--- src/rtl/game_pkg.sv ---
// Shared types and defaults for the ball engine: angle codes, per-ball FSM
// states, playfield defaults and the LFSR helpers.
package game_pkg;

   typedef enum logic [1:0] {
      ANG_1_1  = 2'b00,
      ANG_1_2  = 2'b01,
      ANG_1_3  = 2'b10,
      ANG_RAND = 2'b11
   } angle_e;

   typedef enum logic {
      IDLE = 1'b0,
      MOVE = 1'b1
   } ball_state_e;

   localparam int DEF_NUM_BALLS   = 2;
   localparam int DEF_XW          = 10;
   localparam int DEF_YW          = 10;
   localparam int DEF_FIELD_W     = 640;
   localparam int DEF_FIELD_H     = 480;
   localparam int DEF_BORDER      = 30;
   localparam int DEF_GOAL_MARGIN = 15;
   localparam int DEF_TICK_DIV    = 100000;
   localparam int DEF_SERVE_X     = 320;
   localparam int DEF_SERVE_Y     = 240;

   localparam logic [4:0] LFSR_SEED = 5'b00001;

   // x^5 + x^3 + 1, maximal length over the 31 non-zero states
   function automatic logic [4:0] lfsr_next(input logic [4:0] s);
      return {s[3:0], s[4] ^ s[2]};
   endfunction

   function automatic logic [1:0] rand_limit(input logic [1:0] s);
      return (s == 2'd3) ? 2'd2 : s;
   endfunction

endpackage

--- src/rtl/ball_channel.sv ---
// One ball: IDLE/MOVE FSM, position, headings, y step counter, wall and goal events.
// Optional hit-count speed ramp under BALL_ENGINE_SPEED_RAMP_EN.
//
// state | meaning
// IDLE  | ball out of play, position frozen at last value
// MOVE  | ball in play, advancing on move ticks
module ball_channel
   import game_pkg::*;
#(
   parameter int XW          = DEF_XW,
   parameter int YW          = DEF_YW,
   parameter int FIELD_W     = DEF_FIELD_W,
   parameter int FIELD_H     = DEF_FIELD_H,
   parameter int BORDER      = DEF_BORDER,
   parameter int GOAL_MARGIN = DEF_GOAL_MARGIN,
   parameter int SERVE_X     = DEF_SERVE_X,
   parameter int SERVE_Y     = DEF_SERVE_Y
) (
   input  logic          clk,
   input  logic          rst,
   input  logic          i_tick,
   input  logic          i_pace,
   input  logic [1:0]    i_angle_sel,
   input  logic [1:0]    i_lfsr_lo,
   input  logic          i_serve_req,
   input  logic          i_serve_dir,
   input  logic          i_hit,
   input  logic          i_hit_dir,
   output logic [XW-1:0] o_x,
   output logic [YW-1:0] o_y,
   output logic          o_active,
   output logic          o_wall,
   output logic          o_out_left,
   output logic          o_out_right,
   output logic          o_hit_acc
`ifdef BALL_ENGINE_SPEED_RAMP_EN
  ,output logic          o_boosted
`endif
);

   localparam logic [XW-1:0] L_SERVE_X = XW'(SERVE_X);
   localparam logic [YW-1:0] L_SERVE_Y = YW'(SERVE_Y);
   localparam logic [XW-1:0] L_OUT_L   = XW'(GOAL_MARGIN);
   localparam logic [XW-1:0] L_OUT_R   = XW'(FIELD_W - 1 - GOAL_MARGIN);
   localparam logic [YW-1:0] L_TOP     = YW'(BORDER);
   localparam logic [YW-1:0] L_BOT     = YW'(FIELD_H - BORDER);
   localparam logic [YW-1:0] L_TOP_FIX = YW'(BORDER + 1);
   localparam logic [YW-1:0] L_BOT_FIX = YW'(FIELD_H - BORDER - 1);

   ball_state_e   r_state, w_state_nxt;
   logic [XW-1:0] r_x;
   logic [YW-1:0] r_y;
   logic          r_dir_x, r_dir_y;
   logic [1:0]    r_step, r_rand_lim, w_lim;
   logic          r_wall, r_out_l, r_out_r;
   logic          w_live, w_hit, w_out_l, w_out_r, w_wall_t, w_wall_b;
   logic          w_out, w_move, w_boost, w_y_step;
   logic          w_wall_nxt, w_out_l_nxt, w_out_r_nxt;

   // serve_req pre-empts every other event; a hit cancels the goal check
   assign w_live   = (r_state == MOVE) && !i_serve_req;
   assign w_hit    = w_live && i_hit;
   assign w_out_l  = w_live && !i_hit && (r_x <= L_OUT_L);
   assign w_out_r  = w_live && !i_hit && (r_x >= L_OUT_R);
   assign w_out    = w_out_l || w_out_r;
   assign w_wall_t = w_live && (r_y <= L_TOP);
   assign w_wall_b = w_live && (r_y >= L_BOT);
   assign w_move   = w_live && !w_out && i_tick && (i_pace || w_boost);
   assign w_y_step = w_move && (r_step == w_lim);

   always_comb begin
      w_lim = 2'd0;
      case (angle_e'(i_angle_sel))
         ANG_1_1:  w_lim = 2'd0;
         ANG_1_2:  w_lim = 2'd1;
         ANG_1_3:  w_lim = 2'd2;
         default:  w_lim = r_rand_lim;
      endcase
   end

   always_ff @(posedge clk or posedge rst) begin
      if (rst) r_state <= IDLE;
      else     r_state <= w_state_nxt;
   end

   always_comb begin
      w_state_nxt = r_state;
      case (r_state)
         IDLE:    if (i_serve_req) w_state_nxt = MOVE;
         MOVE:    if (w_out)       w_state_nxt = IDLE;
         default: w_state_nxt = IDLE;
      endcase
   end

   always_comb begin
      o_active    = (r_state == MOVE);
      o_hit_acc   = w_hit;
      w_wall_nxt  = w_wall_t || w_wall_b;
      w_out_l_nxt = w_out_l;
      w_out_r_nxt = w_out_r;
   end

   always_ff @(posedge clk or posedge rst) begin
      if (rst) begin
         r_x        <= L_SERVE_X;
         r_y        <= L_SERVE_Y;
         r_dir_x    <= 1'b1;
         r_dir_y    <= 1'b1;
         r_step     <= 2'd0;
         r_rand_lim <= 2'd0;
         r_wall     <= 1'b0;
         r_out_l    <= 1'b0;
         r_out_r    <= 1'b0;
      end else begin
         r_wall  <= w_wall_nxt;
         r_out_l <= w_out_l_nxt;
         r_out_r <= w_out_r_nxt;
         if (i_serve_req) begin
            r_x        <= L_SERVE_X;
            r_y        <= L_SERVE_Y;
            r_dir_x    <= i_serve_dir;
            r_dir_y    <= 1'b1;
            r_step     <= 2'd0;
            r_rand_lim <= rand_limit(i_lfsr_lo);
         end else if (r_state == MOVE) begin
            if (w_hit) begin
               r_dir_x    <= i_hit_dir;
               r_x        <= i_hit_dir ? r_x + XW'(1) : r_x - XW'(1);
               r_rand_lim <= rand_limit(i_lfsr_lo);
            end else if (w_move) begin
               r_x <= r_dir_x ? r_x + XW'(1) : r_x - XW'(1);
            end
            if (w_move) r_step <= w_y_step ? 2'd0 : r_step + 2'd1;
            // wall correction overrides any y step landing in the same cycle
            if (w_wall_t) begin
               r_dir_y <= 1'b1;
               r_y     <= L_TOP_FIX;
            end else if (w_wall_b) begin
               r_dir_y <= 1'b0;
               r_y     <= L_BOT_FIX;
            end else if (w_y_step) begin
               r_y <= r_dir_y ? r_y + YW'(1) : r_y - YW'(1);
            end
         end
      end
   end

`ifdef BALL_ENGINE_SPEED_RAMP_EN
   logic [2:0] r_hits;
   assign w_boost   = (r_hits == 3'd4);
   assign o_boosted = w_boost;

   always_ff @(posedge clk or posedge rst) begin
      if (rst)                     r_hits <= 3'd0;
      else if (i_serve_req)        r_hits <= 3'd0;
      else if (w_hit && !w_boost)  r_hits <= r_hits + 3'd1;
   end
`else
   assign w_boost = 1'b0;
`endif

   assign o_x         = r_x;
   assign o_y         = r_y;
   assign o_wall      = r_wall;
   assign o_out_left  = r_out_l;
   assign o_out_right = r_out_r;

endmodule

--- src/rtl/ball_engine.sv ---
// Multi-ball motion engine: shared tick prescaler, pacing phase, hit LFSR and output packing.
// Define BALL_ENGINE_SPEED_RAMP_EN to add the per-ball hit-count speed ramp and boosted port.
module ball_engine
   import game_pkg::*;
#(
   parameter int NUM_BALLS   = DEF_NUM_BALLS,
   parameter int XW          = DEF_XW,
   parameter int YW          = DEF_YW,
   parameter int FIELD_W     = DEF_FIELD_W,
   parameter int FIELD_H     = DEF_FIELD_H,
   parameter int BORDER      = DEF_BORDER,
   parameter int GOAL_MARGIN = DEF_GOAL_MARGIN,
   parameter int TICK_DIV    = DEF_TICK_DIV,
   parameter int SERVE_X     = DEF_SERVE_X,
   parameter int SERVE_Y     = DEF_SERVE_Y
) (
   input  logic                    clk,
   input  logic                    rst,
   input  logic                    enable,
   input  logic                    fast,
   input  logic [1:0]              angle_sel,
   input  logic [NUM_BALLS-1:0]    serve_req,
   input  logic [NUM_BALLS-1:0]    serve_dir,
   input  logic [NUM_BALLS-1:0]    hit,
   input  logic [NUM_BALLS-1:0]    hit_dir,
   output logic [NUM_BALLS*XW-1:0] ball_x,
   output logic [NUM_BALLS*YW-1:0] ball_y,
   output logic [NUM_BALLS-1:0]    active,
   output logic [NUM_BALLS-1:0]    wall,
   output logic [NUM_BALLS-1:0]    out_left,
   output logic [NUM_BALLS-1:0]    out_right
`ifdef BALL_ENGINE_SPEED_RAMP_EN
  ,output logic [NUM_BALLS-1:0]    boosted
`endif
);

   localparam int PW = (TICK_DIV > 1) ? $clog2(TICK_DIV) : 1;
   localparam logic [PW-1:0] L_PS_LAST = PW'(TICK_DIV - 1);

   logic [PW-1:0]        r_ps;
   logic                 r_phase;
   logic [4:0]           r_lfsr;
   logic                 w_tick, w_pace;
   logic [NUM_BALLS-1:0] w_hit_acc;

   assign w_tick = enable && (r_ps == L_PS_LAST);
   assign w_pace = fast || !r_phase;

   always_ff @(posedge clk or posedge rst) begin
      if (rst) begin
         r_ps    <= '0;
         r_phase <= 1'b0;
      end else if (enable) begin
         r_ps <= (r_ps == L_PS_LAST) ? '0 : r_ps + PW'(1);
         if (w_tick) r_phase <= ~r_phase;
      end
   end

   // one advance per cycle even when several balls are hit together
   always_ff @(posedge clk or posedge rst) begin
      if (rst)             r_lfsr <= LFSR_SEED;
      else if (|w_hit_acc) r_lfsr <= lfsr_next(r_lfsr);
   end

   for (genvar g = 0; g < NUM_BALLS; g++) begin : g_ball
      ball_channel #(
         .XW(XW), .YW(YW), .FIELD_W(FIELD_W), .FIELD_H(FIELD_H),
         .BORDER(BORDER), .GOAL_MARGIN(GOAL_MARGIN),
         .SERVE_X(SERVE_X), .SERVE_Y(SERVE_Y)
      ) u_ch (
         .clk         (clk),
         .rst         (rst),
         .i_tick      (w_tick),
         .i_pace      (w_pace),
         .i_angle_sel (angle_sel),
         .i_lfsr_lo   (r_lfsr[1:0]),
         .i_serve_req (serve_req[g]),
         .i_serve_dir (serve_dir[g]),
         .i_hit       (hit[g]),
         .i_hit_dir   (hit_dir[g]),
         .o_x         (ball_x[g*XW +: XW]),
         .o_y         (ball_y[g*YW +: YW]),
         .o_active    (active[g]),
         .o_wall      (wall[g]),
         .o_out_left  (out_left[g]),
         .o_out_right (out_right[g]),
         .o_hit_acc   (w_hit_acc[g])
`ifdef BALL_ENGINE_SPEED_RAMP_EN
        ,.o_boosted   (boosted[g])
`endif
      );
   end

endmodule

--- config.mk ---
export PLATFORM = sky130hd
export DESIGN_NAME = ball_engine
export DESIGN_NICKNAME = d
export VERILOG_FILES = /design/src/rtl/game_pkg.sv /design/src/rtl/ball_channel.sv /design/src/rtl/ball_engine.sv
export SDC_FILE = /design/constraint.sdc
export NUM_CORES = 1
export LEC_CHECK = 0
export CORE_ASPECT_RATIO = 0.8
export CORE_MARGIN = 2
export CORE_UTILIZATION = 28
export CTS_CLUSTER_DIAMETER = 120
export CTS_CLUSTER_SIZE = 8
export DETAILED_ROUTE_END_ITERATION = 8
export GPL_TIMING_DRIVEN = 0
export HOLD_SLACK_MARGIN = 0.05
export SYNTH_ARGS = -nofsm -noshare
export SYNTH_HDL_FRONTEND = slang
export SYNTH_SLANG_ARGS = --single-unit
--- constraint.sdc ---
create_clock -name clk -period 3.1 [get_ports clk]
set_input_delay 0.62 -clock clk [delete_from_list [all_inputs] [get_ports clk]]
set_output_delay 0.62 -clock clk [all_outputs]
set_load 0.02 [all_outputs]
==> flow_summary.toml <==
[run_status]
outcome = "finished clean"

[layout]
fin_nets = 661
multi_input_area_sq_mm = 0.00286
n_fill_cell = 1833
layout_commonest_cell = "dfrtp_1"
syn2layout_area_growth_pct = 23.9
diodes = 0
final-seq-area_sq_mm = 0.00210
postLayoutCellArea_sq_mm = 0.00639
mostFrequentLayoutCells = "dfrtp_1, nor2_1, clkdlybuf4s50_1, nand2_1, xnor2_1"
post-route-util = 0.353
layout-drive-gt1-share = 0.116

[clocking]
cts_max_path_buffers = 2
clk_pin_slew_worst_paths_ps = 60
clk_latency_ps = 350
h-tree-depth = 3
cts_tree = "yes"
post_cts_buffers = 0
clock-sinks = 83
cts_buffers = 9
ctsResizeCount = 0
root_buffer = "clkbuf_16"
cts-hold-fix-buffers = 0

[synth]
synthCells = 550
syn_area_sq_mm = 0.00516
async_flop_share = 1.00
synth_edf_count = 0
ys_seq_area_frac = 0.407
synth_cell_type_count = 66
syn_area_per_cell_sq_um = 9.38
synth-seq-cells = 83
synth-main-ff-cell = "dfrtp_1"
synth_fp_nets = 589
yosysWarnings = 0

[critical_path]
cp-start-kind = "input pin"
endpoint = "g_ball[0].u_ch.o_y[3]"
cp.required_ps = 3340
reg2reg_to = "g_ball[0].u_ch.o_y[9]"
arrival_ps = 2940
startpoint = "angle_sel[0]"
crit_type = "input pin to flip-flop"
worstSetupEndpointType = "flip-flop"
r2r_setup_slack_ps = 500
worstPathMaxFanout = 10
r2r_cells = 9
rr_startpoint = "g_ball[0].u_ch.r_dir_y"

[routing]
ant_nets = 0
route.detailed.drc = 0
first_pass_iters = 5
wl_mm = 12.0
routedWlPerCell_microns = 14.0
initialDrtViolationCount = 241
vias_per_cell = 4.83
num_vias = 4143

[flow_run]
max-cap-violations = 0

[worst_hold_path]
worst_hold_path_type = "flip-flop to flip-flop"
min_path_cells = 1

[placed_design]
dp_hpwl_mm = 8.91
routabilityCongestion = 0.811
dpl_cell_area_sq_mm = 0.00608
port_buffers = 60
pre_cts_ws_ps = 42.9

[power]
swShare = 0.307
power_frac_clock = 0.346
peakVddDrop_mv = 0.254
power_frac_comb = 0.217
p_sw_mw = 1.00
intPower_mw = 2.26
power_density_mw_per_mm2 = 511
p_seq_frac = 0.437
leakage_nw = 2.66

[sta]
hold_viol_final = 0
period_needed_ps = 2710
timing.fmax_ghz = 0.370
slew_viol_final = 0
worstMarginPinSlew_ps = 768
worst_slack_ps = 395
fin_tns_setup_ps = 0
rsz0062_at_grt = "no"
finClkSkew_ps = 11.5
finalSetupViolCount = 0
whs_ps = 464
post-route-period-util = 0.873
relSlewSlack = 0.484

[die]
start_util = 0.285
dieArea_sq_mm = 0.0195
die_w_microns = 156
pin_count = 62
die_h_microns = 125
core_sq_mm = 0.0181
num_rows = 44

[global_route]
grt_antenna_before_repair = 0
grt_max_degree = 44
grt_pass1_vias = 3937
grt_use_total = 0.129
grt-ovfl-total = 0
grt_pass1_wl_mm = 20.3
-- registers in the layout, indices dropped and copies added (netlist names), 4 cells and up --
name	count
g_ball.u_ch.r_rand_lim	4
g_ball.u_ch.o_x	20
r_lfsr	5
g_ball.u_ch.r_step	4
g_ball.u_ch.o_y	20
r_ps	17
-- layout make-up --
cell class | instances | share of cell area
Multi-Input combinational cell | 423 | 0.447
Sequential cell | 83 | 0.328
Timing Repair Buffer | 61 | 0.0983
Tap cell | 230 | 0.0450
Clock buffer | 11 | 0.0396
Buffer | 20 | 0.0180
Inverter | 24 | 0.0145
Clock inverter | 5 | 0.00940
-- stage by stage --
step	cells	power (mW)
2_1_floorplan	550	1.91
3_3_place_gp	840	2.14
3_5_place_dp	841	2.16
4_1_cts	857	3.31
5_1_grt	857	3.47
6_report	857	3.26
-- synth_stat cells (4+ instances only) --
cell | n | area share
a21o_1 | 6 | 0.0087
a21oi_1 | 18 | 0.017
a31oi_1 | 5 | 0.0061
and3_1 | 7 | 0.0085
buf_4 | 8 | 0.012
clkbuf_1 | 9 | 0.0065
dfrtp_1 | 66 | 0.32
dfstp_2 | 17 | 0.087
ha_1 | 23 | 0.056
inv_1 | 24 | 0.017
mux2_2 | 8 | 0.017
mux2i_1 | 15 | 0.029
nand2_1 | 43 | 0.031
nand2b_1 | 9 | 0.011
nand3_1 | 22 | 0.021
nand4_1 | 8 | 0.0097
nor2_1 | 64 | 0.047
nor2b_1 | 11 | 0.013
nor3_1 | 14 | 0.014
nor3b_1 | 4 | 0.0058
nor4_1 | 7 | 0.0085
o211ai_1 | 6 | 0.0087
o21a_1 | 4 | 0.0058
o21ai_0 | 34 | 0.033
o21bai_1 | 7 | 0.010
o22ai_1 | 4 | 0.0049
or3_1 | 5 | 0.0061
xnor2_1 | 36 | 0.061
xor2_1 | 19 | 0.032
-- critical path: stages --
cell and delay [ps]:
clkdlybuf4s50_1 490, clkbuf_1 320, a21oi_1 120, o221a_2 230, o21ai_0 380, a21oi_1 200, nand3_1 260, o21ai_0 130
a21o_1 190
-- power by group through the flow --
stage               clock network (mW)  registers (mW)  logic [mW]
finish                            1.13            1.43       0.707
global route                      1.22            1.45       0.799
CTS                               1.16            1.43       0.717
detailed placement                   0            1.44       0.711
global placement                     0            1.44       0.697
floorplan                            0            1.46       0.448
-- how the worst min path moves through the flow --
| stage | start | endpoint | slack [ps] |
|---|---|---|---|
| 6_report | r_phase | r_phase | 460 |
| 2_1_floorplan | r_phase | r_phase | 440 |
| 5_1_grt | r_phase | r_phase | 490 |
| 3_3_place_gp | r_phase | r_phase | 460 |
| 3_5_place_dp | r_phase | r_phase | 460 |
| 4_1_cts | r_phase | r_phase | 470 |
-- routing by layer --
metal	track usage	vias up	share of wire
met2	0.188	58	0.43
met5	0	-	0
met3	0.0360	8	0.039
met1	0.190	2003	0.53
met4	0.0313	0	0.010
li1	-	2074	-
-- cells by family (layout without fill, tap and decap cells) --
group                      after synthesis  in the layout  share of synthesized area
AOI/OAI and AO/OA                      108            108                      0.140
xor gates and xnor gates                55             55                     0.0934
adders and majority gates               25             25                     0.0635
buffers and inverters                   44            121                     0.0398
DFF                                     83             83                      0.407
muxes                                   24             24                     0.0495
and+or+nand+nor                        211            211                      0.207
Power figures use the tool's default switching activity.
